$ cat config.mk
export PLATFORM = sky130hd
export DESIGN_NAME = mul_accumulate_stage_flat
export DESIGN_NICKNAME = d
export VERILOG_FILES = /design/src/rtl/mul_accumulate_stage_if.sv /design/src/rtl/mul_accumulate_stage.sv /design/src/flat_wrapper.sv
export SDC_FILE = /design/constraint.sdc
export NUM_CORES = 1
export LEC_CHECK = 0
export CAP_MARGIN = 20
export CELL_PAD_IN_SITES_DETAIL_PLACEMENT = 1
export CELL_PAD_IN_SITES_GLOBAL_PLACEMENT = 1
export CORE_UTILIZATION = 30
export CTS_BUF_LIST = sky130_fd_sc_hd__clkbuf_4
export CTS_CLUSTER_DIAMETER = 80
export DETAILED_ROUTE_END_ITERATION = 8
export PLACE_DENSITY = 0.69
export SYNTH_ARGS = -nofsm -noshare
export SYNTH_HDL_FRONTEND = slang
export SYNTH_SLANG_ARGS = --single-unit
$ cat constraint.sdc
create_clock -name clk -period 2.6 [get_ports clk]
set_input_delay 0.52 -clock clk [delete_from_list [all_inputs] [get_ports clk]]
set_output_delay 0.52 -clock clk [all_outputs]
set_load 0.005 [all_outputs]
$ cat src/rtl/mul_accumulate_stage_if.sv
// Valid/ready bundle between the array multiplier, the accumulate stage and
// the result consumer. The stage itself uses the slave modport.
interface mul_accumulate_stage_if #(
    parameter int N     = 4,
    parameter int ACC_W = 12
);
    logic             start;
    logic [2*N-1:0]   prod_in;
    logic             prod_valid;
    logic             prod_ready;
    logic [ACC_W-1:0] acc_out;
    logic             acc_valid;
    logic             acc_ready;
    logic             ovf;
    logic             busy;

    modport master (
        output start, prod_in, prod_valid, acc_ready,
        input  prod_ready, acc_out, acc_valid, ovf, busy
    );

    modport slave (
        input  start, prod_in, prod_valid, acc_ready,
        output prod_ready, acc_out, acc_valid, ovf, busy
    );
endinterface

$ cat src/rtl/mul_accumulate_stage.sv
// Accumulates LEN unsigned products into an ACC_W-bit sum and offers the
// result on a valid/ready port, with saturating or wrapping overflow.
module mul_accumulate_stage #(
    parameter int N     = 4,
    parameter int ACC_W = 12,
    parameter int LEN   = 8,
    parameter int SAT   = 1
) (
    input  logic                  clk,
    input  logic                  rst_n,
    mul_accumulate_stage_if.slave bus
);
    localparam int PROD_W = 2 * N;
    localparam int CNT_W  = $clog2(LEN + 1);

    typedef enum logic [1:0] {IDLE, ACCUM, DONE} state_t;

    state_t             state_q, state_d;
    logic [ACC_W-1:0]   acc_q, acc_d;
    logic [CNT_W-1:0]   cnt_q, cnt_d;
    logic               ovf_q, ovf_d;
    logic [PROD_W-1:0]  prod;
    logic [ACC_W:0]     sum;
    logic               prod_xfer;
    logic               res_xfer;

    assign prod = bus.prod_in;

    always_ff @(posedge clk or negedge rst_n) begin
        if (!rst_n) begin
            state_q <= IDLE;
            acc_q   <= '0;
            cnt_q   <= '0;
            ovf_q   <= 1'b0;
        end else begin
            state_q <= state_d;
            acc_q   <= acc_d;
            cnt_q   <= cnt_d;
            ovf_q   <= ovf_d;
        end
    end

    // The extra sum bit is the carry-out that marks an overflow on this add.
    always_comb begin
        state_d   = state_q;
        acc_d     = acc_q;
        cnt_d     = cnt_q;
        ovf_d     = ovf_q;
        sum       = {1'b0, acc_q} + (ACC_W + 1)'(prod);
        prod_xfer = bus.prod_valid && (state_q == ACCUM);
        res_xfer  = bus.acc_ready && (state_q == DONE);

        unique case (state_q)
            IDLE: begin
                if (bus.start) begin
                    state_d = ACCUM;
                    acc_d   = '0;
                    cnt_d   = '0;
                    ovf_d   = 1'b0;
                end
            end
            ACCUM: begin
                if (prod_xfer) begin
                    if (sum[ACC_W]) begin
                        ovf_d = 1'b1;
                        acc_d = (SAT != 0) ? '1 : sum[ACC_W-1:0];
                    end else begin
                        acc_d = sum[ACC_W-1:0];
                    end
                    if (cnt_q == CNT_W'(LEN - 1)) begin
                        state_d = DONE;
                    end else begin
                        cnt_d = cnt_q + CNT_W'(1);
                    end
                end
            end
            DONE: begin
                // A start coinciding with the result handoff chains the next run.
                if (res_xfer) begin
                    if (bus.start) begin
                        state_d = ACCUM;
                        acc_d   = '0;
                        cnt_d   = '0;
                        ovf_d   = 1'b0;
                    end else begin
                        state_d = IDLE;
                    end
                end
            end
            default: state_d = IDLE;
        endcase
    end

    assign bus.prod_ready = (state_q == ACCUM);
    assign bus.acc_valid  = (state_q == DONE);
    assign bus.busy       = (state_q != IDLE);
    assign bus.acc_out    = acc_q;
    assign bus.ovf        = ovf_q;
endmodule

$ cat src/flat_wrapper.sv
// flat-port wrapper written by rule: the top's interface ports become plain ports
module mul_accumulate_stage_flat 
#(
    parameter int N     = 4,
    parameter int ACC_W = 12,
    parameter int LEN   = 8,
    parameter int SAT   = 1
)
  (clk, rst_n, bus_start, bus_prod_in, bus_prod_valid, bus_acc_ready, bus_prod_ready, bus_acc_out, bus_acc_valid, bus_ovf, bus_busy);
  mul_accumulate_stage_if #(.N(N), .ACC_W(ACC_W)) bus_i ();
  input  logic clk;
  input  logic rst_n;
  input wire logic [$bits(bus_i.start)-1:0] bus_start;
  input wire logic [$bits(bus_i.prod_in)-1:0] bus_prod_in;
  input wire logic [$bits(bus_i.prod_valid)-1:0] bus_prod_valid;
  input wire logic [$bits(bus_i.acc_ready)-1:0] bus_acc_ready;
  output wire logic [$bits(bus_i.prod_ready)-1:0] bus_prod_ready;
  output wire logic [$bits(bus_i.acc_out)-1:0] bus_acc_out;
  output wire logic [$bits(bus_i.acc_valid)-1:0] bus_acc_valid;
  output wire logic [$bits(bus_i.ovf)-1:0] bus_ovf;
  output wire logic [$bits(bus_i.busy)-1:0] bus_busy;
  assign bus_i.start = bus_start;
  assign bus_i.prod_in = bus_prod_in;
  assign bus_i.prod_valid = bus_prod_valid;
  assign bus_i.acc_ready = bus_acc_ready;
  assign bus_prod_ready = bus_i.prod_ready;
  assign bus_acc_out = bus_i.acc_out;
  assign bus_acc_valid = bus_i.acc_valid;
  assign bus_ovf = bus_i.ovf;
  assign bus_busy = bus_i.busy;
  mul_accumulate_stage #(.N(N), .ACC_W(ACC_W), .LEN(LEN), .SAT(SAT)) u_core (.clk(clk), .rst_n(rst_n), .bus(bus_i));
endmodule
==> flow_summary.toml, run 1 <==
[status]
outcome = "complete, no violations"

[min_path]
hp-start = "u_core.bus.ovf$_DFFE_PN0P_"
min_to = "u_core.bus.ovf$_DFFE_PN0P_"
hold_class = "flop to flop"
hold_depth = 2

[global_routing]
grt_pass1_vias = 1247
grt_max_degree = 20
grt_pass1_wl_um = 6060
antenna_found_initial = 0
overflow = 0
track_usage_pct = 17.5

[synthesis]
synth_area_um2 = 1310
synth.ff_latch_count = 19
synth_nets = 167
seq_area_frac_synth_pct = 36.4
synthDistinctLibCells = 42
yosys_warnings = 0
syn_area_per_cell_um2 = 9.08
synth_ff_type = "dfrtp_1"
synth_edf_count = 0
synthCells = 144
async_reset_ff_share_pct = 100

[clock_tree]
clockBufferDepth = 2
cts-resized-gates = 0
numCtsBuffers = 3
cts_sinks = 19
ctsHoldBuffers = 0
path_clk_slew_ns = 0.12
cts-root-buf = "clkbuf_4"
cts_setup_buffers = 0
clock_latency_ns = 0.30
cts_tree = "built"
cts_max_level = 1

[die]
start_util_pct = 32.0
row_count = 23
io-pin-count = 29
core_area_um2 = 4090
die_x_um = 68.0
die_y_um = 68.0
die-area_um2 = 4630

[detailed_routing]
routed_wl_um = 3680
wire_per_inst_um = 16.1
ant_nets = 0
drtIter0Drc = 54
dr_total_vias = 1218
drc = 0
firstDrtPassIters = 4
viasPerCell = 5.34

[layout]
antennaDiodeCount = 0
fill_cells = 479
drive_above_1_share_pct = 10.1
area_delta_synth_final_pct = 29.7
fin_nets = 202

[setup_path]
r2r-end = "u_core.bus.acc_out[8]$_DFFE_PN0P_"
required_ns = 2.80
reg2reg_depth = 6
end_kind = "flop"
r2r-start = "u_core.bus.acc_out[0]$_DFFE_PN0P_"
critPathArrivalTime_ns = 2.65
critical_path_class = "input pin to flop"
r2r_slack_ns = 0.33
critPathLaunchType = "input pin"
critPathMaxFanout = 4

[sta]
fmax_mhz = 408
clock_skew_ns = 0.00436
setup-tns-final_ns = 0
worstMarginPinSlew_ns = 0.673
slew_violations = 0
hold_viol_final = 0
finalSetupViolations = 0
period_share_pct = 94.4
rsz0062_at_grt = "no"
period_needed_ns = 2.45
maxSlewHeadroom_pct = 54.6
holdWs_ns = 0.519

[pwr]
p_leak_nw = 0.714
ir_drop_mv = 0.259
cellPowerDensity_nw_per_um2 = 1020

[placed_design]
port_buffers = 28
dp_hpwl_um = 2810
globalplace.congestion = 0.851

[flow_run]
drv_cap = 0
final cells by class:
cell class                      count  area, um2  area share, %
Sequential cell                    19        475           28.0
Clock buffer                        3       22.5           1.33
Timing Repair Buffer               34        325           19.2
Tap cell                           50       62.6           3.69
Clock inverter                      1       5.00          0.295
Inverter                            5       18.8           1.11
Multi-Input combinational cell    116        786           46.3
critical path: stages:
cell	delay (ns)
clkdlybuf4s50_1	0.40
ha_1	0.22
fa_1	0.41
a21o_1	0.23
a221oi_4	0.33
o21ai_1	0.21
a311oi_1	0.33
report_power, final:
part,internal (mW),switching (mW),leakage [nW]
Combinational,0.534,0.491,0.458
Clock,0.0572,0.103,0.0177
Sequential,0.408,0.133,0.238
Total,1.00,0.727,0.714
registers in the layout, summed over array words and instances, names as in the netlist:
| name | count |
|---|---|
| u_core.bus.acc_out | 12 |
| u_core.cnt_q | 4 |
| u_core.state_q | 2 |
| u_core.bus.ovf | 1 |
cells in the mapped netlist, drive strengths merged (3+ instances only):
cell type | number | area, um2
nand2 | 20 | 82.6
dfrtp | 19 | 475
a21oi | 15 | 75.1
o21ai | 12 | 60.1
ha | 9 | 113
nor2 | 7 | 26.3
inv | 5 | 18.8
nand3 | 5 | 25.0
a21o | 4 | 30.0
a31oi | 4 | 25.0
buf | 4 | 35.0
nor3 | 4 | 20.0
xnor2 | 4 | 35.0
a22oi | 3 | 22.5
nand3b | 3 | 22.5
per-layer routing:
metal,track usage (%),wire length (um),vias up
li1,-,-,599
met5,0,0,-
met4,3.65,33,0
met3,2.33,90,4
met1,22.7,1720,600
met2,30.5,1840,15
through the flow:
stage | instance area (um2) | power (mW) | setup WS (ns) | utilization (%) | instances
after global routing | 1700 | 1.89 | 0.00271 | 41.5 | 228
after floorplan | 1310 | 1.16 | 0.403 | - | 144
after global placement | 1660 | 1.52 | -0.114 | 40.6 | 224
final | 1700 | 1.73 | 0.147 | 41.5 | 228
after CTS | 1690 | 1.74 | 0.131 | 41.3 | 228
after detailed placement | 1660 | 1.58 | -0.204 | 40.6 | 224
cells by family (layout without fill, tap and decap cells):
family,Yosys count,in the layout,share of synthesized area (%)
flip-flops,19,19,36.4
adder cells (fa/ha/maj),10,10,10.1
buffers and inverters,9,43,4.11
XOR/XNOR,5,5,3.35
AND/OR/NAND/NOR,51,51,20.3
AO/OA/AOI/OAI,50,50,25.7
cell usage in the layout (no fill, tap or decap), types with 2 or more instances in the layout:
cell type	netlist	routed
nand4_1	2	2
clkbuf_4	0	3
xnor2_1	4	4
a22oi_1	3	3
nand3_1	5	5
a31oi_1	4	4
a21oi_1	15	15
ha_1	9	9
nor3_1	4	4
a21o_1	4	4
or2_2	2	2
clkdlybuf4s50_1	0	28
a32oi_1	2	2
dfrtp_1	19	19
inv_1	5	5
buf_4	1	6
o21ai_1	2	2
nor2_1	7	7
nand3b_1	3	3
nand2_1	19	19
o21ai_0	10	10
worst max path at each step:
stage / startpoint / end / slack [ns] / cells after the start
floorplan: bus_prod_in[0] / u_core.bus.acc_out[9]$_DFFE_PN0P_ / 0.40 / 8
global placement: bus_prod_in[0] / u_core.bus.acc_out[11]$_DFFE_PN0P_ / -0.11 / 8
detailed placement: bus_prod_in[0] / u_core.bus.acc_out[11]$_DFFE_PN0P_ / -0.20 / 8
CTS: bus_prod_in[0] / u_core.bus.acc_out[4]$_DFFE_PN0P_ / 0.13 / 8
global route: bus_prod_in[0] / u_core.bus.acc_out[8]$_DFFE_PN0P_ / 0.003 / 7
finish: bus_prod_in[0] / u_core.bus.acc_out[8]$_DFFE_PN0P_ / 0.15 / 7
No activity file was read; power rests on OpenSTA's default activity.
==> run 2: changes to the inputs <==
- SLEW_MARGIN: not set -> 20
==> results of run 2 <==
Same layout as run 1: the final DEF is identical, and so are final timing and power.
==> run 3: changes to the inputs <==
- TNS_END_PERCENT: not set -> 1
==> results of run 3 <==
Same layout as run 1: the final DEF is identical, and so are final timing and power.
